### src/rtl/i2s_pkg.sv
// Shared types for the I2S transmit sequencer: sample width, FSM states and
// the stereo pair word stored in the sample FIFO.
package i2s_pkg;

    localparam int SAMPLE_W = 16;

    typedef enum logic [1:0] {
        IDLE,
        FILL,
        RUN
    } state_t;

    typedef struct packed {
        logic signed [SAMPLE_W-1:0] left;
        logic signed [SAMPLE_W-1:0] right;
    } pair_t;

    localparam pair_t SILENCE = '0;

endpackage

### src/rtl/i2s_tx_ctrl_if.sv
// Bundle between the S/PDIF receive path / I2S transmitter (master) and the
// transmit sequencer (slave).
interface i2s_tx_ctrl_if #(
    parameter int DEPTH = 8
);
    import i2s_pkg::*;

    logic                       enable;
    logic                       in_valid;
    logic signed [SAMPLE_W-1:0] in_left;
    logic signed [SAMPLE_W-1:0] in_right;
    logic                       next_sample;
    logic                       strobe;
    logic signed [SAMPLE_W-1:0] sample_left;
    logic signed [SAMPLE_W-1:0] sample_right;
    logic                       playing;
    logic                       underrun;
    logic                       overrun;
    logic [$clog2(DEPTH):0]     level;

    modport master (
        output enable, in_valid, in_left, in_right, next_sample,
        input  strobe, sample_left, sample_right, playing, underrun, overrun, level
    );

    modport slave (
        input  enable, in_valid, in_left, in_right, next_sample,
        output strobe, sample_left, sample_right, playing, underrun, overrun, level
    );

endinterface

### src/rtl/sample_fifo.sv
// Synchronous stereo-pair FIFO with registered occupancy and synchronous flush.
// A push into a full FIFO is accepted only when a pop frees a slot that cycle.
module sample_fifo
    import i2s_pkg::*;
#(
    parameter int DEPTH = 8
) (
    input  logic                   clk,
    input  logic                   rst,
    input  logic                   flush,
    input  logic                   push,
    input  logic                   pop,
    input  pair_t                  din,
    output pair_t                  dout,
    output logic                   full,
    output logic                   empty,
    output logic [$clog2(DEPTH):0] level
);

    localparam int AW = $clog2(DEPTH);
    localparam int LW = AW + 1;

    pair_t          mem [DEPTH];
    logic [AW-1:0]  wr_ptr;
    logic [AW-1:0]  rd_ptr;
    logic           do_push;
    logic           do_pop;

    assign full    = (level == LW'(DEPTH));
    assign empty   = (level == '0);
    assign do_pop  = pop && !empty && !flush;
    assign do_push = push && !flush && (!full || do_pop);
    assign dout    = mem[rd_ptr];

    always_ff @(posedge clk) begin
        if (do_push) begin
            mem[wr_ptr] <= din;
        end
    end

    // Pointers are exactly AW bits wide, so they wrap modulo DEPTH on their own.
    always_ff @(posedge clk) begin
        if (rst || flush) begin
            wr_ptr <= '0;
            rd_ptr <= '0;
            level  <= '0;
        end else begin
            if (do_push) begin
                wr_ptr <= wr_ptr + 1'b1;
            end
            if (do_pop) begin
                rd_ptr <= rd_ptr + 1'b1;
            end
            level <= level + LW'(do_push) - LW'(do_pop);
        end
    end

endmodule

### src/rtl/i2s_tx_ctrl.sv
// I2S transmit sequencer: bit-rate strobe divider, start-up priming and
// underrun/overrun handling around a stereo-pair FIFO.
module i2s_tx_ctrl
    import i2s_pkg::*;
#(
    parameter int DIV         = 8,
    parameter int DEPTH       = 8,
    parameter int START_LEVEL = 4
) (
    input logic          clk,
    input logic          rst,
    i2s_tx_ctrl_if.slave bus
);

    localparam int LW = $clog2(DEPTH) + 1;
    localparam int CW = $clog2(DIV);

    logic [CW-1:0] div_cnt;
    logic          strobe;
    state_t        state;
    pair_t         sample_out;
    pair_t         head;
    pair_t         in_pair;
    logic          playing;
    logic          underrun;
    logic          overrun;
    logic          fifo_full;
    logic          fifo_empty;
    logic [LW-1:0] fifo_level;
    logic          flush;
    logic          push_req;
    logic          pop_req;
    logic          starve;

    assign in_pair  = '{left: bus.in_left, right: bus.in_right};
    assign flush    = !bus.enable || (state == IDLE);
    assign push_req = bus.in_valid && bus.enable && (state != IDLE);
    assign pop_req  = bus.next_sample && (state == RUN) && !fifo_empty;
    assign starve   = bus.next_sample && (state == RUN) && fifo_empty;

    sample_fifo #(
        .DEPTH(DEPTH)
    ) u_fifo (
        .clk  (clk),
        .rst  (rst),
        .flush(flush),
        .push (push_req),
        .pop  (pop_req),
        .din  (in_pair),
        .dout (head),
        .full (fifo_full),
        .empty(fifo_empty),
        .level(fifo_level)
    );

    // Free-running divider keeps BCLK/LRCLK alive even while muted.
    always_ff @(posedge clk) begin
        if (rst) begin
            div_cnt <= '0;
            strobe  <= 1'b0;
        end else begin
            strobe  <= (div_cnt == CW'(DIV - 1));
            div_cnt <= (div_cnt == CW'(DIV - 1)) ? '0 : div_cnt + 1'b1;
        end
    end

    always_ff @(posedge clk) begin
        if (rst) begin
            state      <= IDLE;
            playing    <= 1'b0;
            underrun   <= 1'b0;
            overrun    <= 1'b0;
            sample_out <= SILENCE;
        end else begin
            underrun <= starve;
            overrun  <= push_req && fifo_full && !pop_req;
            // The load for the next frame happens even if enable drops this cycle.
            if (bus.next_sample) begin
                sample_out <= pop_req ? head : SILENCE;
            end
            if (!bus.enable) begin
                state   <= IDLE;
                playing <= 1'b0;
            end else begin
                case (state)
                    IDLE: begin
                        state   <= FILL;
                        playing <= 1'b0;
                    end
                    FILL: begin
                        if (fifo_level >= LW'(START_LEVEL)) begin
                            state   <= RUN;
                            playing <= 1'b1;
                        end
                    end
                    RUN: begin
                        if (starve) begin
                            state   <= FILL;
                            playing <= 1'b0;
                        end
                    end
                    default: begin
                        state   <= IDLE;
                        playing <= 1'b0;
                    end
                endcase
            end
        end
    end

    assign bus.strobe       = strobe;
    assign bus.sample_left  = sample_out.left;
    assign bus.sample_right = sample_out.right;
    assign bus.playing      = playing;
    assign bus.underrun     = underrun;
    assign bus.overrun      = overrun;
    assign bus.level        = fifo_level;

endmodule

### src/flat_wrapper.sv
// flat-port wrapper written by rule: the top's interface ports become plain ports
module i2s_tx_ctrl_flat import i2s_pkg::*;
#(
    parameter int DIV         = 8,
    parameter int DEPTH       = 8,
    parameter int START_LEVEL = 4
)
  (clk, rst, bus_enable, bus_in_valid, bus_in_left, bus_in_right, bus_next_sample, bus_strobe, bus_sample_left, bus_sample_right, bus_playing, bus_underrun, bus_overrun, bus_level);
  i2s_tx_ctrl_if #(.DEPTH(DEPTH)) bus_i ();
  input logic clk;
  input logic rst;
  input wire logic [$bits(bus_i.enable)-1:0] bus_enable;
  input wire logic [$bits(bus_i.in_valid)-1:0] bus_in_valid;
  input wire logic [$bits(bus_i.in_left)-1:0] bus_in_left;
  input wire logic [$bits(bus_i.in_right)-1:0] bus_in_right;
  input wire logic [$bits(bus_i.next_sample)-1:0] bus_next_sample;
  output wire logic [$bits(bus_i.strobe)-1:0] bus_strobe;
  output wire logic [$bits(bus_i.sample_left)-1:0] bus_sample_left;
  output wire logic [$bits(bus_i.sample_right)-1:0] bus_sample_right;
  output wire logic [$bits(bus_i.playing)-1:0] bus_playing;
  output wire logic [$bits(bus_i.underrun)-1:0] bus_underrun;
  output wire logic [$bits(bus_i.overrun)-1:0] bus_overrun;
  output wire logic [$bits(bus_i.level)-1:0] bus_level;
  assign bus_i.enable = bus_enable;
  assign bus_i.in_valid = bus_in_valid;
  assign bus_i.in_left = bus_in_left;
  assign bus_i.in_right = bus_in_right;
  assign bus_i.next_sample = bus_next_sample;
  assign bus_strobe = bus_i.strobe;
  assign bus_sample_left = bus_i.sample_left;
  assign bus_sample_right = bus_i.sample_right;
  assign bus_playing = bus_i.playing;
  assign bus_underrun = bus_i.underrun;
  assign bus_overrun = bus_i.overrun;
  assign bus_level = bus_i.level;
  i2s_tx_ctrl #(.DIV(DIV), .DEPTH(DEPTH), .START_LEVEL(START_LEVEL)) u_core (.clk(clk), .rst(rst), .bus(bus_i));
endmodule
### config.mk
export PLATFORM = sky130hd
export DESIGN_NAME = i2s_tx_ctrl_flat
export DESIGN_NICKNAME = d
export VERILOG_FILES = /design/src/rtl/i2s_pkg.sv /design/src/rtl/i2s_tx_ctrl_if.sv /design/src/rtl/sample_fifo.sv /design/src/rtl/i2s_tx_ctrl.sv /design/src/flat_wrapper.sv
export SDC_FILE = /design/constraint.sdc
export NUM_CORES = 1
export LEC_CHECK = 0
export CAP_MARGIN = 20
export CORE_MARGIN = 8
export CORE_UTILIZATION = 43
export CTS_BUF_LIST = sky130_fd_sc_hd__clkbuf_16
export DETAILED_ROUTE_END_ITERATION = 10
export HOLD_SLACK_MARGIN = 0.15
export PLACE_DENSITY_LB_ADDON = 0.15
export SLEW_MARGIN = 40
export SYNTH_ARGS = -nofsm -noshare
export SYNTH_HDL_FRONTEND = slang
export SYNTH_HIERARCHICAL = 1
export SYNTH_SLANG_ARGS = --single-unit
export TNS_END_PERCENT = 100
### constraint.sdc
create_clock -name clk -period 15.6 [get_ports clk]
set_input_delay 4.68 -clock clk [delete_from_list [all_inputs] [get_ports clk]]
set_output_delay 4.68 -clock clk [all_outputs]
set_load 0.01 [all_outputs]
## After elaboration in Yosys (flattened, before gate mapping)

Memories as Yosys holds them, arrays and structs flattened. A register that Yosys moved wholly into a read port is not among the register bits.
Index checks and enable logic that the tools add are counted.

| word-level totals | value |
|---|---|
| logic and storage cells | 61 |
| memories kept | 1 |
| bits in registers | 51 |
| RAM bits | 256 |
| output and inout port bits | 40 |

Memories:

| memory | words | width | read ports | clocked after Yosys merged registers in | write ports | RTL line | text |
|---|---|---|---|---|---|---|---|
| u_core.u_fifo.mem | 8 | 32 | 1 | 1 | 1 | sample_fifo.sv:23 | `pair_t mem [DEPTH];` |

| cells by class | value |
|---|---|
| magnitude comparators | 1 |
| mux-type cells | 11 |
| $add $sub $neg | 5 |
| reductions and logical operators | 25 |
| equality and inequality tests | 6 |
| bitwise gates (word level) | 1 |

Operators with widths:

| kind | count |
|---|---|
| 2-to-1 mux 32 bit | 1 |
| logical AND 1 bit | 11 |
| adder 3 x 1 -> 3 bit, second input constant | 3 |
| 2-to-1 mux 3 bit | 2 |
| case mux 2 bit (3 select lines) | 1 |
| zero test 1 bit | 5 |
| adder 4 x 1 -> 4 bit | 1 |
| equality test 4 bit, second input constant | 1 |
| greater-or-equal comparator 4 x 3 -> 1 bit, second input constant | 1 |
| zero test 4 bit | 1 |
| 2-to-1 mux 1 bit | 4 |
| 2-to-1 mux 2 bit | 2 |
| inequality test 2 x 1 -> 1 bit, second input constant | 2 |
| OR reduction 2 bit | 2 |
| subtractor 4 x 1 -> 4 bit | 1 |
| equality test 3 bit, second input constant | 1 |
| logical OR 1 bit | 3 |
| equality test 2 x 1 -> 1 bit, second input constant | 1 |
| equality test 2 bit, second input constant | 1 |
| zero test 2 bit | 1 |
| case mux 1 bit (2 select lines) | 1 |
| AND reduction 2 bit | 1 |
| nonzero test 2 bit | 1 |
| inverter 1 bit | 1 |

## Longest topological paths before layout

| depth | value |
|---|---|
| word-level depth | 9 |
| depth in mapped cells | 12 |
| depth with buffers taken out | 12 |

## Modules after synthesis

Netlist, hierarchy kept.

Modules (own cells, without submodules):

| module | seq. area each (µm²) | cells an instance | area each (µm²) | instances |
|---|---|---|---|---|
| sample_fifo | 7,947.6 | 455 | 10,507.6 | 1 |
| i2s_tx_ctrl | 800.8 | 103 | 1,318.8 | 1 |

## Least setup slack after synthesis

OpenSTA, ideal clock, no wires.

| timing path | value |
|---|---|
| path kind | input -> register |
| start | input port bus_enable |
| end | memory u_core/u_fifo/mem[0][0] (netlist bit) (enable) |
| path buffers | 0 |
| arrival | 8.731 ns |
| setup slack | 6.367 ns |
| cell stages on the path | 4 |
| library setup time | 0.501 ns |
| path through | o21ai_0 > or3b_2 > a21o_1 > nor4_1 |

| between the ends | value |
|---|---|
| word-level cells in the longest chain between the ends | 8 |
| elaborated cells between the ends (all ways) | 11 |
| those cells by class | mux: 2; reduce/logical: 9 |

RTL lines:

| what | RTL line | text |
|---|---|---|
| start: declaration | flat_wrapper.sv:12 | `input wire logic [$bits(bus_i.enable)-1:0] bus_enable;` |
| zero test 1 bit | n/a |  |
| logical OR 1 bit | i2s_tx_ctrl.sv:36 | `assign flush = !bus.enable \|\| (state == IDLE);` |
| zero test 1 bit | sample_fifo.sv:31, sample_fifo.sv:32 |  |
| logical AND 1 bit | sample_fifo.sv:31 | `assign do_pop = pop && !empty && !flush;` |
| logical OR 1 bit | sample_fifo.sv:32 | `assign do_push = push && !flush && (!full \|\| do_pop);` |
| logical AND 1 bit (*) | sample_fifo.sv:32 |  |
| 2-to-1 mux 1 bit (*) | sample_fifo.sv:36 | `if (do_push) begin` |
| 2-to-1 mux 1 bit (implied by the code) (*) | sample_fifo.sv:37 | `mem[wr_ptr] <= din;` |
| end: declaration | sample_fifo.sv:23 |  |

Every way passes the cells marked *; elsewhere a longest branch is shown, timed or not.

## Final worst setup path

| timing path | value |
|---|---|
| start | input port bus_enable |
| end | memory u_core/u_fifo/mem[6][21] (netlist bit) (enable) |

| between the ends | value |
|---|---|
| word-level cells in the longest chain between the ends | 8 |
| elaborated cells between the ends (all ways) | 11 |
| those cells by class | mux: 2; reduce/logical: 9 |

RTL lines:

| what | RTL line | text |
|---|---|---|
| zero test 1 bit (*) | n/a |  |
| logical OR 1 bit (*) | i2s_tx_ctrl.sv:36 |  |
| net u_core.flush | i2s_tx_ctrl.sv:30 | `logic flush;` |
| zero test 1 bit (*) | sample_fifo.sv:31, sample_fifo.sv:32 |  |
| logical AND 1 bit | sample_fifo.sv:31 |  |
| logical OR 1 bit | sample_fifo.sv:32 |  |
| logical AND 1 bit (*) | sample_fifo.sv:32 |  |
| 2-to-1 mux 1 bit (*) | sample_fifo.sv:36 |  |
| 2-to-1 mux 1 bit (implied by the code) (*) | sample_fifo.sv:37 |  |

The timed path passes the listed nets; every way through them passes the cells marked *.

==> flow_metrics.env <==
export IMPL_antennaDiodeCount=0
export IMPL_drv_slew=0
export IMPL_drtIter0Drc=353
export IMPL_finalCritPeriodShare_pct=43.78
export IMPL_slew_headroom_pct=55.44
export IMPL_worst_setup_path_type="in2reg"
export IMPL_die_h_um=181.8
export IMPL_h_tree_depth=1
export IMPL_viasPerCell=5.405
export IMPL_hold_ws_ns=0.4310
export IMPL_critPathMaxFanout=17
export IMPL_grt_pass1_vias=5932
export IMPL_syn_inst=558
export IMPL_power_density_nw_per_um2=113.6
export IMPL_cp_startpoint="bus_enable"
export IMPL_layout_common_cells="edfxtp_1 (256), clkdlybuf4s50_1 (76), dfxtp_1 (50), mux4_1 (40)"
export IMPL_finClkSkew_ns=0.009940
export IMPL_gp_congestion=0.7652
export IMPL_core_sq_um=26950
export IMPL_path_cells="clkdlybuf4s50_1 -> o21ai_1 -> nor2_1 -> nor2b_1 -> nand3_1 -> nor2_4 -> buf_8"
export IMPL_cts_sinks=309
export IMPL_endpoint_kind="flip-flop"
export IMPL_hold_start="u_core/div_cnt[0]"
export IMPL_boundaryPins=77
export IMPL_grt_usage_pct=13.62
export IMPL_synth_edf_count=256
export IMPL_status="finished, final reports clean"
export IMPL_r2r_start="u_core/u_fifo/level[2]"
export IMPL_drv_cap=0
export IMPL_setup_tns_ns=0
export IMPL_grt_max_degree=65
export IMPL_clock_latency_ns=0.55
export IMPL_power_total_uw=1602
export IMPL_root_buffer="clkbuf_16"
export IMPL_final_common_cell="edfxtp_1"
export IMPL_crit_slowest_cell="nor2_4"
export IMPL_met1Wirelength_mm=10.13
export IMPL_required_ns=15.84
export IMPL_routed_wl_mm=22.73
export IMPL_die_w_um=181.8
export IMPL_synth_area_leader_cell="edfxtp_1"
export IMPL_nets=705
export IMPL_synth_seq_area_share_pct=73.97
export IMPL_grt_ovfl_total=0
export IMPL_postCtsHoldBufs=0
export IMPL_fp_dieArea_sq_um=33070
export IMPL_max_slew_worst_pin_slew_ns=0.6684
export IMPL_irDropWorstVdd_mv=0.08900
export IMPL_ys_flop_type="edfxtp_1"
export IMPL_clockBufferDepth=3
export IMPL_synthDominantCellAreaShare_pct=65.00
export IMPL_area_delta_synth_final_pct=19.24
export IMPL_ant_nets=0
export IMPL_port_buffers=76
export IMPL_path_clk_slew_ns=0.06
export IMPL_grt_pass1_wl_mm=34.94
export IMPL_cts_tree="built"
export IMPL_dr_pass1_iters=4
export IMPL_synth_seq_cells=309
export IMPL_async_reset_ff_share_pct=0
export IMPL_drive_gt1_share_pct=19.62
export IMPL_max_stage_delay_ns=0.54
export IMPL_dr_wl_met2_mm=11.21
export IMPL_finalSetupViolCount=0
export IMPL_synthDistinctLibCells=43
export IMPL_wl_met3_um=898
export IMPL_cp_start_kind="input pin"
export IMPL_hold_path_class="reg2reg"
export IMPL_post_cts_buffers=0
export IMPL_crit_arrival_ns=7.07
export IMPL_clock_fmax_mhz=146.4
export IMPL_avgSynthCellArea_sq_um=21.19
export IMPL_period_needed_ns=6.830
export IMPL_cts_buffers=31
export IMPL_initial_core_util_pct=43.88
export IMPL_dp_hpwl_mm=14.00
export IMPL_highest_layer="met4"
export IMPL_antenna_found_initial=0
export IMPL_syn_num_nets=605
export IMPL_power_leakage_uw=0.004540
export IMPL_rows=60
export IMPL_rsz0062_at_grt="no"
export IMPL_wl_per_cell_um=22.20
export IMPL_cts_resized=0
export IMPL_post_route_drc_count=0
export IMPL_vias=5535
export IMPL_yosys_warnings=6
export IMPL_synth_area_sq_um=11830
export IMPL_finalHoldViolations=0
export IMPL_synthTopCellsByArea="edfxtp_1 (65%), dfxtp_1 (9.0%), mux4_1 (8.9%), mux4_2 (4.6%), mux2_2 (3.0%)"
[critical path: cells and delay by family]
kind,cells,cell delay (ns)
AOI/OAI and AO/OA,1,0.23
buffers and inverters,2,0.75
and+or+nand+nor,4,1.40
[per-layer routing]
metal / up-vias / GRT usage (%)
met5: - / 0
met4: 0 / 3.936
met3: 34 / 2.255
met2: 109 / 23.15
met1: 2857 / 17.81
li1: 2535 / -
[synthesized netlist by cell type, drive strengths merged, types with 3 or more instances]
library cell	n
mux2i	4
o21ai	4
mux4	64
nor3	3
nand2b	4
or3b	3
clkbuf	3
nor3b	4
nor2b	3
nor2	11
mux2	32
a21oi	7
or3	5
inv	9
a22o	32
nand2	7
ha	9
edfxtp	256
dfxtp	53
buf	25
[path summary, 6_finish.rpt]
kind / end / slack, ns / depth (start not counted)
setup / recovery: u_core/u_fifo/mem[6][21] / 8.77 / 7
setup reg to reg: u_core/u_fifo/mem[6][21] / 12.37 / 8
hold reg to reg: u_core/div_cnt[0] / 0.43 / 1
hold / removal: u_core/div_cnt[0] / 0.43 / 1
[logic make-up (layout without fill, tap and decap cells)]
kind of cell	after synthesis	in the layout	synth area share (%)
buffers and inverters	37	162	1.978
DFF	309	309	73.97
xor gates and xnor gates	1	1	0.07407
AOI/OAI and AO/OA	51	51	3.396
muxes	100	100	16.84
adders and majority gates	10	10	1.121
and+or+nand+nor	50	50	2.613
[where the power goes]
part	leakage, uW	total, uW	internal (uW)	switching (uW)
sequential	0.00273	893	893	0.516
clock	0.000490	685	391	294
combinational	0.00132	23.7	10.2	13.6
[cell type report]
| type | instances | area, sq um |
|---|---|---|
| clock inverter | 27 | 167.7 |
| inverter | 9 | 33.78 |
| timing repair buffer | 95 | 1037 |
| sequential | 309 | 8757 |
| fill | 2116 | 12850 |
| multi-input combinational | 212 | 2904 |
| clock buffer | 31 | 775.7 |
| tap | 341 | 426.7 |
[registers in the layout (all words and copies together) (netlist names), 2 cells and up, named ones only]
signal	count
u_core/bus.sample_left	16
u_core/bus.sample_right	16
u_core/div_cnt	3
u_core/state	2
u_core/u_fifo/level	4
u_core/u_fifo/mem	256
u_core/u_fifo/rd_ptr	3
u_core/u_fifo/wr_ptr	3
[stage by stage]
stage / util [%] / instance area, sq um / setup WS [ns] / instances
after floorplan: - / 11830 / 6.367 / 558
after CTS: 52.33 / 14100 / 8.630 / 1024
final: 52.33 / 14100 / 8.770 / 1024
after detailed placement: 48.83 / 13160 / 8.047 / 966
after global placement: 48.07 / 12950 / 7.924 / 957
after global routing: 52.33 / 14100 / 8.606 / 1024
(Power assumes the default switching activity.)
